[src/rtl/mem_stage_pkg.sv]
// Shared types for the memory pipeline stage: FSM states, access sizes and
// the byte count belonging to each size.
package mem_stage_pkg;

  typedef enum logic [1:0] {
    ST_IDLE  = 2'd0,
    ST_REQ   = 2'd1,
    ST_RESP  = 2'd2,
    ST_DRAIN = 2'd3
  } mem_state_e;

  typedef enum logic [1:0] {
    SZ_BYTE  = 2'd0,
    SZ_HALF  = 2'd1,
    SZ_WORD  = 2'd2,
    SZ_DWORD = 2'd3
  } mem_size_e;

  localparam logic [3:0] BYTES_BYTE  = 4'd1;
  localparam logic [3:0] BYTES_HALF  = 4'd2;
  localparam logic [3:0] BYTES_WORD  = 4'd4;
  localparam logic [3:0] BYTES_DWORD = 4'd8;

  // A dword access on a 32-bit datapath degrades to a word access.
  function automatic mem_size_e clamp_size(input logic [1:0] size, input int data_w);
    if (size == 2'd3 && data_w == 32) return SZ_WORD;
    return mem_size_e'(size);
  endfunction

  function automatic logic [3:0] size_bytes(input mem_size_e size);
    case (size)
      SZ_BYTE: return BYTES_BYTE;
      SZ_HALF: return BYTES_HALF;
      SZ_WORD: return BYTES_WORD;
      default: return BYTES_DWORD;
    endcase
  endfunction

endpackage

[src/rtl/mem_load_align.sv]
// Load data alignment: moves the addressed byte lane to bit 0, truncates to
// the access size and zero- or sign-extends to the full datapath width.
module mem_load_align
  import mem_stage_pkg::*;
#(
  parameter int DATA_W = 32
) (
  input  logic [DATA_W-1:0]          rdata,
  input  logic [$clog2(DATA_W/8)-1:0] offset,
  input  logic [1:0]                 size,
  input  logic                       is_unsigned,
  output logic [DATA_W-1:0]          data
);

  logic [DATA_W-1:0] shifted;
  logic [DATA_W-1:0] mask;
  logic [6:0]        nbits;
  logic              sign;

  // Shift, mask to the access width, then extend from the access MSB
  always_comb begin
    shifted = rdata >> {offset, 3'b000};
    nbits   = {size_bytes(mem_size_e'(size)), 3'b000};
    mask    = ~({DATA_W{1'b1}} << nbits);
    case (size)
      2'd0:    sign = shifted[7];
      2'd1:    sign = shifted[15];
      2'd2:    sign = shifted[31];
      default: sign = shifted[DATA_W-1];
    endcase
    data = shifted & mask;
    if (!is_unsigned && sign) data = data | ~mask;
  end

endmodule

[src/rtl/mem_stage_pipe.sv]
// Memory pipeline stage: issues loads/stores from M to the data memory,
// stalls the pipe while a transfer is open and registers the W-stage result.
//
// state    | meaning
// ---------+-----------------------------------------------------------
// ST_IDLE  | no transfer open; a new M instruction is evaluated
// ST_REQ   | request presented, waiting for dmem_ready_i
// ST_RESP  | load accepted, waiting for dmem_rvalid_i
// ST_DRAIN | load flushed after accept, discarding its response
module mem_stage_pipe
  import mem_stage_pkg::*;
#(
  parameter int DATA_W = 32,
  parameter int REG_AW = 5
) (
  input  logic                clk_i,
  input  logic                rst_i,
  input  logic                valid_m_i,
  input  logic                reg_write_m_i,
  input  logic                mem_to_reg_m_i,
  input  logic                mem_write_m_i,
  input  logic [2:0]          mem_size_m_i,
  input  logic [DATA_W-1:0]   alu_out_m_i,
  input  logic [DATA_W-1:0]   write_data_m_i,
  input  logic [REG_AW-1:0]   write_reg_m_i,
  input  logic                flush_i,
  output logic                dmem_req_o,
  output logic                dmem_we_o,
  output logic [DATA_W-1:0]   dmem_addr_o,
  output logic [DATA_W-1:0]   dmem_wdata_o,
  output logic [DATA_W/8-1:0] dmem_be_o,
  input  logic                dmem_ready_i,
  input  logic                dmem_rvalid_i,
  input  logic [DATA_W-1:0]   dmem_rdata_i,
  output logic                stall_o,
  output logic                misaligned_o,
  output logic                valid_w_o,
  output logic                reg_write_w_o,
  output logic                mem_to_reg_w_o,
  output logic [DATA_W-1:0]   alu_out_w_o,
  output logic [DATA_W-1:0]   read_data_w_o,
  output logic [REG_AW-1:0]   write_reg_w_o
);

  localparam int BE_W  = DATA_W / 8;
  localparam int OFF_W = $clog2(BE_W);

  mem_state_e        state_q, state_d;
  mem_size_e         size_eff;
  logic              is_mem, mem_op, alu_op;
  logic              misaligned, mis_hit, done, req, stall;
  logic [OFF_W-1:0]  offset;
  logic [3:0]        nbytes;
  logic [8:0]        be_ones;
  logic [DATA_W-1:0] load_data;

  assign is_mem   = mem_to_reg_m_i | mem_write_m_i;
  assign mem_op   = valid_m_i & is_mem & ~flush_i;
  assign alu_op   = valid_m_i & ~is_mem & ~flush_i;
  assign size_eff = clamp_size(mem_size_m_i[1:0], DATA_W);
  assign offset   = alu_out_m_i[OFF_W-1:0];
  assign nbytes   = size_bytes(size_eff);
  assign be_ones  = (9'd1 << nbytes) - 9'd1;

  // An access is misaligned when its offset is not a multiple of its size
  always_comb begin
    case (size_eff)
      SZ_BYTE: misaligned = 1'b0;
      SZ_HALF: misaligned = offset[0];
      SZ_WORD: misaligned = |offset[1:0];
      default: misaligned = |offset;
    endcase
  end

  // Request fields come straight from the M stage, which is held by stall_o
  assign dmem_addr_o  = alu_out_m_i;
  assign dmem_wdata_o = write_data_m_i << {offset, 3'b000};
  assign dmem_be_o    = be_ones[BE_W-1:0] << offset;
  assign dmem_req_o   = req & ~rst_i;
  assign dmem_we_o    = req & ~rst_i & mem_write_m_i;
  assign stall_o      = stall & ~rst_i;
  assign misaligned_o = mis_hit & ~rst_i;

  mem_load_align #(.DATA_W(DATA_W)) u_load_align (
    .rdata       (dmem_rdata_i),
    .offset      (offset),
    .size        (size_eff),
    .is_unsigned (mem_size_m_i[2]),
    .data        (load_data)
  );

  // Next state, request, stall and completion decode
  always_comb begin
    state_d = state_q;
    req     = 1'b0;
    stall   = 1'b0;
    mis_hit = 1'b0;
    done    = 1'b0;
    case (state_q)
      ST_IDLE, ST_REQ: begin
        if (alu_op) begin
          done    = 1'b1;
          state_d = ST_IDLE;
        end else if (mem_op) begin
          if (misaligned) begin
            mis_hit = 1'b1;
            done    = 1'b1;
            state_d = ST_IDLE;
          end else begin
            req = 1'b1;
            if (!dmem_ready_i) begin
              stall   = 1'b1;
              state_d = ST_REQ;
            end else if (mem_write_m_i) begin
              done    = 1'b1;
              state_d = ST_IDLE;
            end else begin
              stall   = 1'b1;
              state_d = ST_RESP;
            end
          end
        end else begin
          state_d = ST_IDLE;
        end
      end
      ST_RESP: begin
        if (flush_i) begin
          state_d = dmem_rvalid_i ? ST_IDLE : ST_DRAIN;
        end else if (dmem_rvalid_i) begin
          done    = 1'b1;
          state_d = ST_IDLE;
        end else begin
          stall = 1'b1;
        end
      end
      default: begin
        stall = 1'b1;
        if (dmem_rvalid_i) state_d = ST_IDLE;
      end
    endcase
  end

  // State register
  always_ff @(posedge clk_i or posedge rst_i) begin
    if (rst_i) state_q <= ST_IDLE;
    else       state_q <= state_d;
  end

  // W-stage registers: completed instruction or a bubble
  always_ff @(posedge clk_i or posedge rst_i) begin
    if (rst_i) begin
      valid_w_o      <= 1'b0;
      reg_write_w_o  <= 1'b0;
      mem_to_reg_w_o <= 1'b0;
      alu_out_w_o    <= '0;
      read_data_w_o  <= '0;
      write_reg_w_o  <= '0;
    end else if (done) begin
      valid_w_o      <= 1'b1;
      reg_write_w_o  <= reg_write_m_i & ~mis_hit;
      mem_to_reg_w_o <= mem_to_reg_m_i;
      alu_out_w_o    <= alu_out_m_i;
      read_data_w_o  <= (state_q == ST_RESP) ? load_data : '0;
      write_reg_w_o  <= write_reg_m_i;
    end else begin
      valid_w_o      <= 1'b0;
      reg_write_w_o  <= 1'b0;
      mem_to_reg_w_o <= 1'b0;
      alu_out_w_o    <= '0;
      read_data_w_o  <= '0;
      write_reg_w_o  <= '0;
    end
  end

endmodule
[config.mk]
export PLATFORM = sky130hd
export DESIGN_NAME = mem_stage_pipe
export DESIGN_NICKNAME = d
export VERILOG_FILES = /design/src/rtl/mem_stage_pkg.sv /design/src/rtl/mem_load_align.sv /design/src/rtl/mem_stage_pipe.sv
export SDC_FILE = /design/constraint.sdc
export NUM_CORES = 1
export LEC_CHECK = 0
export CAP_MARGIN = 20
export CORE_MARGIN = 8
export CORE_UTILIZATION = 39
export CTS_BUF_LIST = sky130_fd_sc_hd__clkbuf_8
export DETAILED_ROUTE_END_ITERATION = 10
export GPL_ROUTABILITY_DRIVEN = 0
export PLACE_DENSITY = 0.95
export SKIP_LAST_GASP = 1
export SLEW_MARGIN = 20
export SYNTH_ARGS = -nofsm -noshare
export SYNTH_HDL_FRONTEND = slang
export SYNTH_SLANG_ARGS = --single-unit
[constraint.sdc]
create_clock -name clk_i -period 7.9 [get_ports clk_i]
set_input_delay 1.185 -clock clk_i [delete_from_list [all_inputs] [get_ports clk_i]]
set_output_delay 1.185 -clock clk_i [all_outputs]
set_load 0.005 [all_outputs]
==> metrics.md, run 1 <==
| Metric | Value |
|---|---|
| Finished Layout Cells | `719` |
| M1 wire length | `5.06 mm` |
| Min setup slack post-route | `3.17 ns` |
| Status | `complete, no violations` |
| FF+latch count, synth | `74` |
| WS Path Type | `input port to output pin` |
| Combinational group share of total power | `22.6%` |
| Post-Syn Area per Cell | `10.3 um^2` |
| Core footprint | `9550 um^2` |
| Main flop type after synthesis | `dfrtp_1` |
| Pre-CTS WS | `3.17 ns` |
| Net switching power figure | `0.000222 W` |
| CTS max path bufs | `2` |
| EDFF count, synth | `0` |
| Top post-synthesis cells by area | `dfrtp_1 (49%), nor2b_1 (9.2%), mux2i_1 (9.1%), buf_4 (6.6%), a211oi_1 (6.2%)` |
| Setup_tns | `0 ns` |
| Worst path cell trace | `buf_2 -> buf_4 -> nor2b_2 -> nand2_1 -> o21ai_0 -> clkdlybuf4s50_1` |
| End-of-flow core utilization | `66.8%` |
| Reg clk slew, reported paths | `0.07 ns` |
| Detailed-routed wire length on met3 | `1.41 mm` |
| Critical Path End Type | `output pin` |
| Clk_skew | `0.00723 ns` |
| Setup violators final | `0` |
| CTS Hold Bufs | `0` |
| Yosys top cell area share | `49.3%` |
| Sw frac | `23.9%` |
| P_int | `0.000709 W` |
| Tmin final | `4.73 ns` |
| Die Y | `114 um` |
| R2r endpoint | `alu_out_w_o[21]` |
| Layout cells sized above 1 | `4.95%` |
| Fin. max-slew vios | `0` |
| Detail Placement HPWL | `10.8 mm` |
| Fin. Hold Viols | `0` |
| # port buffers | `256` |
| Hold EP | `state_q[0]` |
| Yosys cell types | `31` |
| Seq/Total Area, Yosys | `49.3%` |
| Placed inst area | `6150 um^2` |
| GRT Overall Usage | `20.6%` |
| Seq pwr share | `42.0%` |
| Via density per instance | `5.06` |
| Synthesized Nets | `478` |
| CP peak stage delay | `0.80 ns` |
| Vias | `3640` |
| Post-Syn Instances | `365` |
| Clock Latency Late Sink | `0.34 ns` |
| Placed Cells | `703` |
| Min-Delay Startpoint | `state_q[0]` |
| CP top delay family | `buffers and inverters` |
| Die Area | `13000 um^2` |
| Clock Sinks | `74` |
| Fmax | `211 MHz` |
| Power per cell area | `146 nW/um^2` |
| Worst R2R Path Depth | `3` |
| Crit path launch type | `input port` |
| Wire per inst | `19.1 um` |
| DRT iter0 DRCs | `184` |
| Initial antenna violation count | `0` |
| Hold depth | `2` |
| Row Count | `36` |
| Hold Crit Class | `flip-flop to flip-flop` |
| Slew HR | `38.5%` |
| Antenna diodes | `0` |
| Max-cap violations | `0` |
| Critical Path AT | `3.54 ns` |
| Remaining DRCs | `0` |
| Router iterations before antenna repair | `4` |
| IO Pins | `257` |
| Final ANT Viol Nets | `0` |
| Top routing layer used | `met4` |
| CP Depth | `6` |
| Num CTS Buffers | `9` |
| Global-route wire length before repair | `20.7 mm` |
| Buffers & Inverters on Critical Path | `3` |
| Post-CTS sizing | `0` |
| Ys async rst share | `100%` |
| Crit Path Max Fanout | `78` |
| Synth Cell Area | `3750 um^2` |
| Clk network pwr share | `35.4%` |
| Area Overhead vs Synth | `70.0%` |
| Layout net count | `694` |
| H-tree depth | `3` |
| Setup bufs post-CTS | `0` |
| Lkg Pwr | `2.75 nW` |
| Die span in x | `114 um` |
| RSZ-0062 raised after global routing | `false` |
| RR Startpoint | `state_q[0]` |
| Vias in the first global route | `3806` |
| DR WL met2 | `7.06 mm` |
| Yosys warning count | `0` |
| Slowest cell on the critical path | `nor2b_2` |
| Max VDD drop | `0.0685 mV` |
| Worst slew pin tran | `0.923 ns` |
| Final period utilization | `59.9%` |
| Largest net degree at the start of global routing | `79` |
| Routed WL | `13.7 mm` |
| CTS tree | `built` |
| Final Cell Area | `6380 um^2` |
| Initial Util | `39.3%` |
| Worst R2R Setup Slack | `5.87 ns` |
| Root Buffer Master | `clkbuf_8` |
| Required time worst endpoint | `6.71 ns` |
| Largest area contributor in the netlist | `dfrtp_1` |
| Grt total ovfl | `0` |
==> final cells by class <==
class                           count  area (um^2)
Clock buffer                       11          151
Multi-Input combinational cell    235         1550
Timing Repair Buffer              259         2570
Sequential cell                    74         1850
Inverter                            2         7.51
Tap cell                          133          166
Clock inverter                      5         77.6
Fill cell                         709         3170
==> state kept, by name, summed over array words and instances, names as in the netlist <==
register and cells:
valid_w_o 1, read_data_w_o 32, state_q 2, mem_to_reg_w_o 1, alu_out_w_o 32, write_reg_w_o 5, reg_write_w_o 1
==> placed cells by master, fill, tap and decap left out, types with 2 or more instances in the layout <==
master           Yosys  routed
a211oi_1            31      31
clkbuf_8             0      11
buf_2               15       2
clkdlybuf4s50_1      0     254
nand2b_1             5       5
a21o_1               8       8
dfrtp_1             74      74
buf_4               33       3
and2_1               8       8
nor2b_1             55      54
bufinv_16            0       2
a21oi_1             12      12
nor3_1               3       3
inv_1                2       2
mux2i_1             34      34
nor2_1              34      34
nand2_1              8       8
o21ai_0             22      22
==> metal layers <==
metal / track usage [%] / vias to the layer above
met4: 5.86 / 0
met3: 7.54 / 17
li1: - / 1661
met2: 38.1 / 223
met5: 0 / -
met1: 21.2 / 1739
==> kinds of logic (layout without fill, tap and decap cells) <==
kind of cell | Yosys count | count (layout) | synth area share [%]
AO/OA/AOI/OAI | 79 | 79 | 14.3
buffers and inverters | 56 | 277 | 9.40
flip-flops | 74 | 74 | 49.3
multiplexers | 34 | 34 | 9.06
AND/OR/NAND/NOR | 122 | 122 | 17.9
==> Yosys cell counts (all sizes together) (2+ instances only) <==
| library cell | instances |
|---|---|
| a211oi | 31 |
| a21o | 8 |
| a21oi | 12 |
| and2 | 8 |
| buf | 48 |
| clkbuf | 6 |
| dfrtp | 74 |
| inv | 2 |
| mux2i | 34 |
| nand2 | 8 |
| nand2b | 5 |
| nor2 | 35 |
| nor2b | 55 |
| nor3 | 3 |
| o21ai | 23 |
==> how the worst max path moves through the flow <==
stage              startpoint               end  slack (ns)
2_1_floorplan           rst_i         dmem_we_o        3.57
3_3_place_gp   alu_out_m_i[0]  dmem_wdata_o[19]        2.91
3_5_place_dp   alu_out_m_i[0]  dmem_wdata_o[19]        3.17
4_1_cts        alu_out_m_i[0]  dmem_wdata_o[19]        3.18
5_1_grt        alu_out_m_i[0]  dmem_wdata_o[19]        3.00
6_report       alu_out_m_i[0]  dmem_wdata_o[19]        3.17
==> worst min-delay path, stage by stage (launching register included) <==
cell and delay [ns]:
dfrtp_1 0.37, nor2_1 0.05, o22ai_1 0.12
==> power by group through the flow <==
| stage | clock, W | sequential (W) | combinational [W] |
|---|---|---|---|
| detailed placement | 0 | 0.000399 | 0.000211 |
| global placement | 0 | 0.000398 | 0.000206 |
| global route | 0.000356 | 0.000392 | 0.000227 |
| floorplan | 0 | 0.000400 | 0.0000794 |
| finish | 0.000330 | 0.000391 | 0.000210 |
| CTS | 0.000337 | 0.000391 | 0.000212 |
==> through the flow <==
| stage | hold slack, ns | power, W |
|---|---|---|
| floorplan | 0.526 | 0.000479 |
| global placement | 0.566 | 0.000604 |
| detailed placement | 0.572 | 0.000610 |
| CTS | 0.590 | 0.000941 |
| global route | 0.636 | 0.000975 |
| finish | 0.587 | 0.000931 |
(Power assumes the default switching activity.)
==> inputs of run 2 (changes only) <==
Settings changed: CORE_UTILIZATION 39 to 33, PLACE_DENSITY 0.95 to 0.88.
Clock period 7.9 ns to 4.12 ns, I/O delays scaled along.
==> run 2 against run 1 <==
  * Cell count is 1.5% higher
  * Sequential cell count stayed put
  * Clock-buffer cell count down 1
  * Clock power rose by 49%
  * Setup slack worse by 2.3 ns
  * Routed wire length grew 1.8%
  * Die area grew 16%
  * Critical endpoint is now dmem_req_o
  * Highest routed layer unchanged
==> metrics.md, run 2 (synthesized netlist as in run 1, its figures left out) <==
| Metric | Value |
|---|---|
| Setup bufs post-CTS | `0` |
| # port buffers | `256` |
| Status | `complete, no violations` |
| Row Count | `39` |
| Slew HR | `38.5%` |
| Fin. Hold Viols | `0` |
| GRT Overall Usage | `18.1%` |
| Buffers & Inverters on Critical Path | `2` |
| Worst path cell trace | `clkdlybuf4s50_1 -> nor3b_1 -> o21ai_0 -> nand2b_1 -> nor2_1 -> clkdlybuf4s50_1` |
| Hold Crit Class | `flip-flop to flip-flop` |
| Critical Path AT | `2.62 ns` |
| Clock Sinks | `74` |
| Largest net degree at the start of global routing | `75` |
| Slowest cell on the critical path | `clkdlybuf4s50_1` |
| Routed WL | `14.0 mm` |
| RR Startpoint | `state_q[0]` |
| Max VDD drop | `0.144 mV` |
| Power per cell area | `260 nW/um^2` |
| Initial Util | `33.3%` |
| Required time worst endpoint | `3.50 ns` |
| Via density per instance | `4.91` |
| Commonest non-fill, non-tap cell in the layout | `clkdlybuf4s50_1` |
| Layout net count | `695` |
| Area Overhead vs Synth | `68.9%` |
| Remaining DRCs | `0` |
| Max-cap violations | `0` |
| Global-route wire length before repair | `21.1 mm` |
| Leading cell types in the layout, fill and taps excluded | `clkdlybuf4s50_1 (254), dfrtp_1 (74), nor2b_1 (55), nor2_1 (34), mux2i_1 (34)` |
| CP peak stage delay | `0.51 ns` |
| CTS max path bufs | `2` |
| RSZ-0062 raised after global routing | `false` |
| Top Registers | `alu_out_w_o: 32 flops, read_data_w_o: 32 flops, write_reg_w_o: 5 flops` |
| Setup violators final | `0` |
| Hold EP | `state_q[1]` |
| Root Buffer Master | `clkbuf_8` |
| Wire per inst | `19.2 um` |
| Die span in x | `123 um` |
| Tmin final | `3.24 ns` |
| Num CTS Buffers | `9` |
| Setup_tns | `0 ns` |
| Hold depth | `2` |
| Crit path launch type | `input port` |
| Layout cells sized above 1 | `4.94%` |
| Placed inst area | `6170 um^2` |
| CP top delay family | `buffers and inverters` |
| Detail Placement HPWL | `11.3 mm` |
| Die Y | `123 um` |
| Core footprint | `11300 um^2` |
| IO Pins | `257` |
| Final Cell Area | `6340 um^2` |
| Worst R2R Path Depth | `3` |
| Worst R2R Setup Slack | `2.04 ns` |
| Crit Path Max Fanout | `5` |
| Initial antenna violation count | `0` |
| Lkg Pwr | `2.73 nW` |
| Worst slew pin tran | `0.922 ns` |
| Post-CTS sizing | `0` |
| Most used cell, CP | `clkdlybuf4s50_1` |
| WS Path Type | `input port to output pin` |
| DRT iter0 DRCs | `315` |
| Critical Path End Type | `output pin` |
| Final period utilization | `78.6%` |
| CTS tree | `built` |
| R2r endpoint | `alu_out_w_o[30]` |
| Vias | `3585` |
| Clock Latency Late Sink | `0.35 ns` |
| Grt total ovfl | `0` |
| Die Area | `15000 um^2` |
| Final ANT Viol Nets | `0` |
| Vias in the first global route | `3955` |
| CTS Hold Bufs | `0` |
| Antenna diodes | `0` |
| Clk_skew | `0.0106 ns` |
| H-tree depth | `3` |
| Min-Delay Startpoint | `state_q[1]` |
| Reg clk slew, reported paths | `0.08 ns` |
| Router iterations before antenna repair | `4` |
| Fin. max-slew vios | `0` |
| Fmax | `309 MHz` |
==> run 2: cell types whose count changed in the layout (fill, tap and decap cells not counted) <==
cell	delta
clkinv_4	-1
nor2b_1	+1
clkinv_2	+2
buf_4	+1
clkinvlp_4	+2
nor2b_2	-1
bufinv_16	-2
clkbuf_8	-1
==> run 2: through the flow <==
| step | power [W] | cells | util [%] | worst slack, ns | hold WS, ns |
|---|---|---|---|---|---|
| after floorplan | 0.000919 | 365 | - | 0.921 | 0.526 |
| after global placement | 0.00116 | 714 | 54.7 | 0.992 | 0.568 |
| after detailed placement | 0.00117 | 714 | 54.7 | 0.896 | 0.580 |
| after CTS | 0.00167 | 730 | 56.3 | 0.871 | 0.608 |
| after global routing | 0.00173 | 730 | 56.3 | 0.715 | 0.679 |
| final | 0.00165 | 730 | 56.3 | 0.881 | 0.620 |
==> run 2: final cells by class <==
type / count / area, um^2
Sequential cell: 74 / 1850
Inverter: 2 / 7.51
Clock buffer: 10 / 138
Timing Repair Buffer: 260 / 2580
Clock inverter: 6 / 33.8
Fill cell: 949 / 4930
Multi-Input combinational cell: 235 / 1550
Tap cell: 143 / 179
==> run 2: worst register-to-register path: cells and delay by family, from the launching register on <==
family | cells | cell delay [ns]
compound gates | 1 | 0.72
simple gates | 2 | 0.87
flops | 1 | 0.41
==> run 2: per-layer routing <==
layer | global-route usage, % | vias up | part of all wire [%]
met2 | 33.1 | 194 | 52
met3 | 6.95 | 26 | 11
li1 | - | 1656 | -
met5 | 0 | - | 0
met4 | 7.92 | 0 | 2.5
met1 | 17.7 | 1709 | 35
==> run 2: how the worst max path moves through the flow <==
stage          cells after the start               end  slack (ns)            from
2_1_floorplan                      2         dmem_we_o        0.92           rst_i
5_1_grt                            6        dmem_req_o        0.71         flush_i
6_report                           6        dmem_req_o        0.88         flush_i
4_1_cts                            6        dmem_req_o        0.87         flush_i
3_5_place_dp                       6        dmem_req_o        0.90         flush_i
3_3_place_gp                       6  dmem_wdata_o[23]        0.99  alu_out_m_i[0]
==> run 2: report_power, final <==
part	internal [W]	leakage, nW	switching [W]
Clock	0.000229	0.0892	0.000264
Sequential	0.000744	1.02	0.00000582
Combinational	0.000243	1.62	0.000161
